File: src/rtl/uart_tx_sched_pkg.sv
// uart_tx_sched_pkg: FSM states and UART register map shared by the transmit scheduler
package uart_tx_sched_pkg;
  typedef enum logic [2:0] {INIT_LCRH, INIT_CR, IDLE, FR_RD, DR_WR} state_t;
  localparam logic [15:0] UART_DR = 16'h0000;
  localparam logic [15:0] UART_LCRH = 16'h0008;
  localparam logic [15:0] UART_CR = 16'h0014;
  localparam logic [15:0] UART_FR = 16'h0018;
  localparam int FR_TXFF_BIT = 5;
endpackage

File: src/rtl/rr_arbiter.sv
// rr_arbiter: combinational round-robin pick of the first request at or after ptr
module rr_arbiter #(
  parameter int N_REQ = 4,
  localparam int W = $clog2(N_REQ)
) (
  input  logic [N_REQ-1:0] req,
  input  logic [W-1:0]     ptr,
  output logic [N_REQ-1:0] gnt,
  output logic [W-1:0]     idx
);
  always_comb begin
    gnt = '0;
    idx = '0;
    for (int i = N_REQ - 1; i >= 0; i--)
      if (req[(int'(ptr) + i) % N_REQ]) begin
        idx = W'((int'(ptr) + i) % N_REQ);
        gnt = N_REQ'(1) << idx;
      end
  end
endmodule

File: src/rtl/uart_tx_sched.sv
// uart_tx_sched: configures the UART, then round-robin forwards requester bytes over Wishbone
module uart_tx_sched
  import uart_tx_sched_pkg::*;
#(
  parameter int          N_REQ     = 4,
  parameter logic [31:0] UART_BASE = 32'h1600_0000,
  parameter logic [7:0]  LCRH_INIT = 8'h70,
  parameter logic [7:0]  CR_INIT   = 8'h00
) (
  input  logic               i_clk,
  input  logic               i_rst,
  input  logic [N_REQ-1:0]   i_req,
  input  logic [8*N_REQ-1:0] i_data,
  output logic [N_REQ-1:0]   o_gnt,
  output logic [31:0]        o_wb_adr,
  output logic [3:0]         o_wb_sel,
  output logic               o_wb_we,
  output logic [31:0]        o_wb_dat,
  output logic               o_wb_cyc,
  output logic               o_wb_stb,
  input  logic [31:0]        i_wb_dat,
  input  logic               i_wb_ack,
  input  logic               i_wb_err,
  output logic               o_busy,
  output logic               o_err
);
  localparam int W = $clog2(N_REQ);
  state_t state;
  logic [W-1:0] ptr, sel, arb_idx;
  logic [N_REQ-1:0] arb_gnt;
  logic [7:0] byte_q;
  logic [15:0] off;
  logic gap, err_q, cyc, term, txff, unused_dat;
  rr_arbiter #(.N_REQ(N_REQ)) u_arb (
    .req(i_req),
    .ptr(ptr),
    .gnt(arb_gnt),
    .idx(arb_idx)
  );
  assign unused_dat = ^i_wb_dat;
  // Bus outputs decode straight from state so cyc is up on state entry and drops with reset.
  always_comb begin
    cyc = !i_rst && state != IDLE && !gap;
    term = cyc && (i_wb_ack || i_wb_err);
    txff = i_wb_dat[FR_TXFF_BIT];
    off = state == INIT_LCRH ? UART_LCRH : state == INIT_CR ? UART_CR : state == FR_RD ? UART_FR : UART_DR;
    o_wb_cyc = cyc;
    o_wb_stb = cyc;
    o_wb_sel = cyc ? 4'hf : 4'h0;
    o_wb_we = cyc && state != FR_RD;
    o_wb_adr = cyc ? UART_BASE | {16'd0, off} : 32'd0;
    o_wb_dat = !o_wb_we ? 32'd0 : {24'd0, state == INIT_LCRH ? LCRH_INIT : state == INIT_CR ? CR_INIT : byte_q};
    o_gnt = state == DR_WR && term ? N_REQ'(1) << sel : '0;
    o_busy = !i_rst && state != IDLE;
    o_err = err_q;
  end
  always_ff @(posedge i_clk or posedge i_rst)
    if (i_rst) begin
      state <= INIT_LCRH;
      ptr <= '0;
      sel <= '0;
      byte_q <= '0;
      gap <= 1'b0;
      err_q <= 1'b0;
    end else begin
      if (i_wb_err) err_q <= 1'b1;
      gap <= 1'b0;
      case (state)
        INIT_LCRH: if (term) state <= INIT_CR;
        INIT_CR: if (term) state <= IDLE;
        IDLE:
          if (|arb_gnt) begin
            sel <= arb_idx;
            byte_q <= i_data[{arb_idx, 3'b000} +: 8];
            state <= FR_RD;
          end
        FR_RD:
          if (term) begin
            if (i_wb_ack && !txff) state <= DR_WR;
            else gap <= 1'b1;
          end
        DR_WR:
          if (term) begin
            ptr <= sel == W'(N_REQ - 1) ? '0 : sel + W'(1);
            state <= IDLE;
          end
        default: state <= IDLE;
      endcase
    end
endmodule
File: config.mk
export PLATFORM = sky130hd
export DESIGN_NAME = uart_tx_sched
export DESIGN_NICKNAME = d
export VERILOG_FILES = /design/src/rtl/uart_tx_sched_pkg.sv /design/src/rtl/rr_arbiter.sv /design/src/rtl/uart_tx_sched.sv
export SDC_FILE = /design/constraint.sdc
export NUM_CORES = 1
export LEC_CHECK = 0
export ABC_AREA = 1
export BUFFER_PORTS_ARGS = -buffer_cell sky130_fd_sc_hd__buf_2
export CAP_MARGIN = 20
export CELL_PAD_IN_SITES_DETAIL_PLACEMENT = 1
export CELL_PAD_IN_SITES_GLOBAL_PLACEMENT = 2
export CORE_ASPECT_RATIO = 0.8
export CORE_UTILIZATION = 22
export DETAILED_ROUTE_END_ITERATION = 10
export HOLD_SLACK_MARGIN = 0.15
export PLACE_DENSITY = 0.91
export SLEW_MARGIN = 20
export SYNTH_ARGS = -nofsm -noshare
export SYNTH_HDL_FRONTEND = slang
export SYNTH_SLANG_ARGS = --single-unit
export TNS_END_PERCENT = 100
File: constraint.sdc
create_clock -name i_clk -period 3.9 [get_ports i_clk]
set_clock_uncertainty 0.15 [all_clocks]
set_input_delay 0.39 -clock i_clk [delete_from_list [all_inputs] [get_ports i_clk]]
set_output_delay 0.39 -clock i_clk [all_outputs]
set_load 0.005 [all_outputs]
==> results.py, run 1 <==
metrics = {
    "placement": {
        "gp_congestion": 0.793,
        "placed_cell_area_um2": 2440,
        "hpwl_mm": 4.86,
        "port_buffers": 67,
    },
    "clock_tree": {
        "cts_setup_buffers": 0,
        "clk_pin_slew_ns": 0.05,
        "cts_resized": 0,
        "cts.hold.buffers_added": 0,
        "cts_tree": "built",
        "cts.sinks": 17,
        "cts_buffers": 3,
        "clock_latency_ns": 0.25,
        "h-tree-depth": 1,
        "clockBufferDepth": 2,
        "root_buffer": "clkbuf_16",
    },
    "synthesis": {
        "synth_area_leaders": "buf_4 20%, dfrtp_1 19%, nand2_1 15%, inv_1 7.9%, nand3_1 7.8%",
        "synth_flop_cell": "dfrtp_1",
        "ys_types": 25,
        "synth.top_cell.area_share_pct": 20.1,
        "synth_seq_cells": 17,
        "syn_avg_cell_area_um2": 6.47,
        "post-synth-top-count-cell": "nand2_1",
        "post_synth_instance_area_um2": 2240,
        "synthTopCellsByCount": "87 x nand2_1, 60 x buf_4, 47 x inv_1",
        "synth_top_area_cell": "buf_4",
        "ys_async_sr_fraction_pct": 100,
        "ys_seq_area_share_pct": 19.0,
        "yosysWarningCount": 0,
        "synth_cells": 346,
        "synth_edf_count": 0,
    },
    "detailed_routing": {
        "route.top_layer_used": "met4",
        "wl_per_cell_um": 10.9,
        "drt-total-wl_mm": 5.87,
        "routed-wl-met2_mm": 2.90,
        "ant_nets": 0,
        "m1WireLength_mm": 2.68,
        "route.met3.wl_um": 241,
        "drc_errors": 0,
        "via_count": 2047,
        "drtIter0Drc": 28,
        "drt_first_pass_iters": 4,
        "vias_per_cell": 3.80,
    },
    "worst_setup_path": {
        "start_kind": "register",
        "arrival_ns": 2.31,
        "crit_slowest_cell": "nor3_2",
        "cpPeakStageDelay_ns": 0.46,
        "cp_max_fo": 13,
        "critPathKind": "register to output port",
        "path_common_cell": "nor2_1",
        "required_ns": 3.36,
        "path_cells": "inv_1, nand2_1, nor2_2, nor3_2, o21ai_1, nor2_1, inv_2, nor2_1, buf_2",
        "end_kind": "output port",
    },
    "pwr": {
        "powerDensity_nw_per_um2": 842,
        "ir_worst_vdd_v": 0.000218,
        "p_leak_nw": 1.53,
    },
    "global_route": {
        "antenna_found_initial": 0,
        "grt_pass1_wl_mm": 9.72,
        "track_usage_pct": 11.3,
        "grt_pass1_vias": 2051,
        "grt_start_max_net_pins": 18,
        "overflow": 0,
    },
    "die": {
        "die_area_um2": 10600,
        "initial_core_util_pct": 22.9,
        "fp.dieW_um": 115,
        "fp-row-count": 32,
        "dieHeight_um": 92.2,
        "ios": 149,
        "core_area_um2": 9770,
    },
    "timing": {
        "layout_min_cycle_time_ns": 2.85,
        "max_freq_mhz": 350,
        "worst_pin_slew_ns": 0.694,
        "slew_viol_final": 0,
        "finalSetupViolCount": 0,
        "relSlewSlack_pct": 53.7,
        "timing.hold.ws_ns": 0.130,
        "final.setup.tns_ns": 0,
        "rsz0062_at_grt": "no",
        "period_share_pct": 73.2,
        "finalHoldViolations": 0,
    },
    "finish": {
        "final_area_um2": 2520,
        "areaGrowthSynthToFinish_pct": 12.8,
        "drive_gt1_share_pct": 26.1,
        "final_nets": 487,
        "diodes": 0,
    },
    "outcome": {
        "outcome": "finished, final reports clean",
    },
    "worst_hold_path": {
        "hold_class": "input pin to asynchronous set/reset pin",
    },
    "run": {
        "cap_violations": 0,
    },
}
-- layout by cell type (no fill, tap or decap) --
cell       Yosys  layout
nand2_1       87      87
buf_2          0      67
conb_1         1      50
inv_1         47      47
nand3_1       35      35
nor2_1        29      29
dfrtp_1       17      17
ha_1          11      11
nand2_2        9       9
nand3b_1       9       9
nand3_2        5       5
or2_2          5       5
a21oi_1        5       5
inv_2          5       5
o21ai_0        4       4
o21ai_1        3       3
nand2_4        3       3
clkbuf_16      0       3
nor2_2         2       2
inv_4          1       1
a21oi_4        1       1
nor3_2         1       1
a21boi_2       1       1
nand4_1        1       1
a21boi_4       1       1
clkinv_2       0       1
-- state kept, by name, summed over array words and instances (netlist names) --
register / cells
sel: 2
state: 3
o_err: 1
byte_q: 8
ptr: 2
gap: 1
-- final cells by class --
| type | instances | area, um2 |
|---|---|---|
| clock buffer | 3 | 75.1 |
| clock inverter | 1 | 5.00 |
| fill | 1318 | 7250 |
| inverter | 53 | 201 |
| multi-input combinational | 262 | 1310 |
| sequential | 17 | 425 |
| tap | 136 | 170 |
| timing repair buffer | 67 | 335 |
-- path summary, 6_finish.rpt --
kind / start / to / slack (ns) / cells past startpoint
setup reg to reg: ptr[0]$_DFFE_PP0P_ / byte_q[1]$_DFFE_PP0P_ / 1.19 / 15
setup / recovery: state[2]$_DFFE_PP0P_ / o_gnt[0] / 1.05 / 9
hold reg to reg: byte_q[1]$_DFFE_PP0P_ / byte_q[1]$_DFFE_PP0P_ / 0.33 / 2
min in group i_clk: i_wb_err / o_err$_DFFE_PP0P_ / 0.22 / 2
max in group asynchronous: i_rst / ptr[1]$_DFFE_PP0P_ / 3.03 / 2
hold / removal: i_rst / byte_q[4]$_DFFE_PP0P_ / 0.13 / 2
-- critical path, delay by kind of cell (launching register included) --
kind | cells | cell delay (ns)
AND/OR/NAND/NOR | 5 | 1.10
flip-flops | 1 | 0.43
buffers and inverters | 3 | 0.29
AO/OA/AOI/OAI | 1 | 0.23
-- per-layer routing --
metal | vias up | track usage, %
met4 | 0 | 1.95
met3 | 2 | 1.39
met1 | 937 | 14.7
met5 | - | 0
met2 | 51 | 20.1
li1 | 1057 | -
-- power breakdown --
group	internal, mW	total, mW	leakage, nW	switching, mW
Sequential	0.257	0.351	0.208	0.0939
Clock	0.137	0.205	0.0409	0.0679
Combinational	0.530	1.57	1.29	1.04
-- cells by family (layout without fill, tap and decap cells) --
| logic type | count (synthesis) | count (layout) | synth area share [%] |
|---|---|---|---|
| AND/OR/NAND/NOR | 186 | 186 | 39.3 |
| buffers and inverters | 116 | 124 | 30.6 |
| flip-flops | 17 | 17 | 19.0 |
| AO/OA/AOI/OAI | 15 | 15 | 4.75 |
| adder cells (fa/ha/maj) | 11 | 11 | 6.15 |
| other | 1 | 50 | 0.168 |
-- stage by stage --
step | power [mW] | utilization, % | cells | setup WS [ns]
detailed placement | 1.95 | 25.0 | 535 | 1.18
floorplan | 1.66 | - | 395 | 1.69
global route | 2.41 | 25.8 | 539 | 0.713
global placement | 1.90 | 25.0 | 535 | 1.25
CTS | 2.17 | 25.8 | 539 | 0.983
finish | 2.12 | 25.8 | 539 | 1.05
Note: power is estimated with default switching activity, not from simulation.
==> run 2, diff against run 1 <==
CORE_UTILIZATION = 18   (was 22)
PLACE_DENSITY = 0.8   (was 0.91)
clock period = 2.35 ns   (was 3.9 ns; I/O delays follow)
==> results.py, run 2 (same netlist as run 1, synthesis figures left out) <==
metrics = {
    "finish": {
        "drive_gt1_share_pct": 29.8,
        "regArea_um2": 425,
        "regMostFlops": "byte_q",
        "largestRegisters": "byte_q: 8 flops, state: 3 flops",
        "multi_input_area_um2": 1350,
        "final_common_cell": "nand2_1",
        "fin_util_pct": 22.1,
        "diodes": 0,
        "final_cell_mix": "84 x nand2_1, 67 x buf_2, 50 x conb_1",
        "areaGrowthSynthToFinish_pct": 20.2,
        "largest_reg_flops": 8,
        "fillers": 1577,
        "final_nets": 500,
    },
    "global_route": {
        "grt_start_max_net_pins": 18,
        "overflow": 0,
        "grt_pass1_wl_mm": 9.78,
        "antenna_found_initial": 0,
        "grt_pass1_vias": 2082,
        "track_usage_pct": 9.32,
    },
    "outcome": {
        "outcome": "finished, final reports clean",
    },
    "worst_setup_path": {
        "cpPeakStageDelay_ns": 0.41,
        "path_depth": 9,
        "required_ns": 1.97,
        "path_cells": "inv_1, nand2_1, nor2_2, nor3_2, inv_1, nor2_2, nand2_1, nor2_1, buf_2",
        "cp_max_fo": 6,
        "path_buf_inv": 3,
        "start_kind": "register",
        "r2r_slack_ns": 0.18,
        "regToRegEndpoint": "byte_q[2]$_DFFE_PP0P_",
        "r2r_cells": 15,
        "cp_top_family": "simple AND/OR/NAND/NOR gates",
        "crit_path_end": "o_wb_dat[7]",
        "cp-startpoint": "state[2]$_DFFE_PP0P_",
        "critPathKind": "register to output port",
        "arrival_ns": 1.81,
        "reg2reg_from": "ptr[0]$_DFFE_PP0P_",
        "end_kind": "output port",
        "crit_slowest_cell": "dfrtp_1",
    },
    "detailed_routing": {
        "drt-total-wl_mm": 5.98,
        "ant_nets": 0,
        "drt_first_pass_iters": 6,
        "drtIter0Drc": 56,
        "wl_per_cell_um": 10.5,
        "vias_per_cell": 3.72,
        "drc_errors": 0,
        "via_count": 2113,
    },
    "die": {
        "initial_core_util_pct": 18.4,
        "fp.dieW_um": 127,
        "core_area_um2": 12200,
        "dieHeight_um": 102,
        "fp-row-count": 36,
        "ios": 149,
        "die_area_um2": 12900,
    },
    "clock_tree": {
        "cts_tree": "built",
        "cts.sinks": 17,
        "root_buffer": "clkbuf_16",
        "cts_buffers": 3,
        "clock_latency_ns": 0.24,
        "clk_pin_slew_ns": 0.05,
        "clockBufferDepth": 2,
        "h-tree-depth": 1,
    },
    "placement": {
        "port_buffers": 67,
        "hpwl_mm": 5.00,
        "place_ws_ns": -0.0296,
        "gp_congestion": 0.817,
    },
    "timing": {
        "relSlewSlack_pct": 53.5,
        "max_freq_mhz": 456,
        "layout_min_cycle_time_ns": 2.19,
        "post-route-worst-setup-slack_ns": 0.159,
        "finalHoldViolations": 0,
        "rsz0062_at_grt": "yes",
        "period_share_pct": 93.3,
        "finalSetupViolCount": 0,
        "timing.hold.ws_ns": 0.161,
        "slew_viol_final": 0,
        "worst_pin_slew_ns": 0.696,
    },
    "pwr": {
        "p_clk_share_pct": 8.7,
        "p_comb_share_pct": 77.6,
        "p_sw_share_pct": 54.9,
        "ir_worst_vdd_v": 0.000361,
        "power_frac_seq_pct": 13.8,
        "internal-power_mw": 1.74,
        "p_switching_mw": 2.13,
        "p_leak_nw": 1.60,
        "powerDensity_nw_per_um2": 1440,
    },
    "run": {
        "cap_violations": 0,
    },
    "worst_hold_path": {
        "hold_class": "input pin to register",
    },
}
-- run 2: cell count changes in the layout (fill, tap and decap cells not counted), sizes merged --
cell,before,now
buf,67,77
a21boi,2,3
clkinv,1,0
clkbuf,3,4
dlygate4sd3,0,2
-- run 2: worst min-delay path by stage --
stage	cells past startpoint	slack, ns	to	start
3_5_place_dp	2	0.26	state[2]$_DFFE_PP0P_	i_rst
3_3_place_gp	2	0.24	state[0]$_DFFE_PP0P_	i_rst
4_1_cts	3	0.16	gap$_DFF_PP0_	i_wb_dat[5]
5_1_grt	3	0.19	gap$_DFF_PP0_	i_wb_ack
2_1_floorplan	1	0.01	byte_q[0]$_DFFE_PP0P_	i_rst
6_report	3	0.16	gap$_DFF_PP0_	i_wb_dat[5]
-- run 2: layer usage --
layer | track usage (%) | wire length, um | vias to the layer above
met5 | 0 | 0 | -
met2 | 16.8 | 2880 | 52
met1 | 11.9 | 2860 | 969
met3 | 1.90 | 243 | 2
li1 | - | - | 1090
met4 | 0.834 | 4 | 0
-- run 2: area by class of cell --
type | instances | share of cell area (%)
sequential | 17 | 15.8
inverter | 53 | 7.49
tap | 152 | 7.07
multi-input combinational | 263 | 50.1
clock buffer | 4 | 2.93
timing repair buffer | 79 | 16.6
-- run 2: worst register-to-register path, stage by stage (launching register included) --
cell and delay, ns:
dfrtp_1 0.41, inv_4 0.07, ha_1 0.34, inv_2 0.09, nand3_2 0.08, nand2_2 0.12, inv_2 0.07, nand2_1 0.07
nand2_2 0.06, nand2_4 0.10, buf_6 0.14, nand3b_1 0.09, nand3_1 0.09, nand2_1 0.06, nand2_1 0.06, nand2_1 0.05
-- run 2: timing repair --
item,4_1_cts,5_1_grt
cloned,0,1
pin swaps,0,1
gates resized for setup,1,10
hold endpoints to repair,18,0
endpoints found under the setup margin,10,22
hold buffers,2,0
buffers inserted,0,3
-- run 2: per-stage QoR --
stage                     cells  total power [mW]  TNS (ns)  instance area [um2]
after floorplan             395              2.75         0                 2420
after global placement      558              3.30         0                 2510
after detailed placement    558              3.39   -0.0784                 2510
after CTS                   564              3.75         0                 2620
after global routing        568              4.38   -0.0469                 2690
final                       568              3.87         0                 2690
-- run 2: power by group through the flow --
stage	clock network [mW]	logic [mW]	registers, mW
CTS	0.347	2.88	0.531
finish	0.335	3.00	0.533
global route	0.360	3.47	0.551
detailed placement	0	2.85	0.535
global placement	0	2.77	0.525
floorplan	0	2.24	0.513
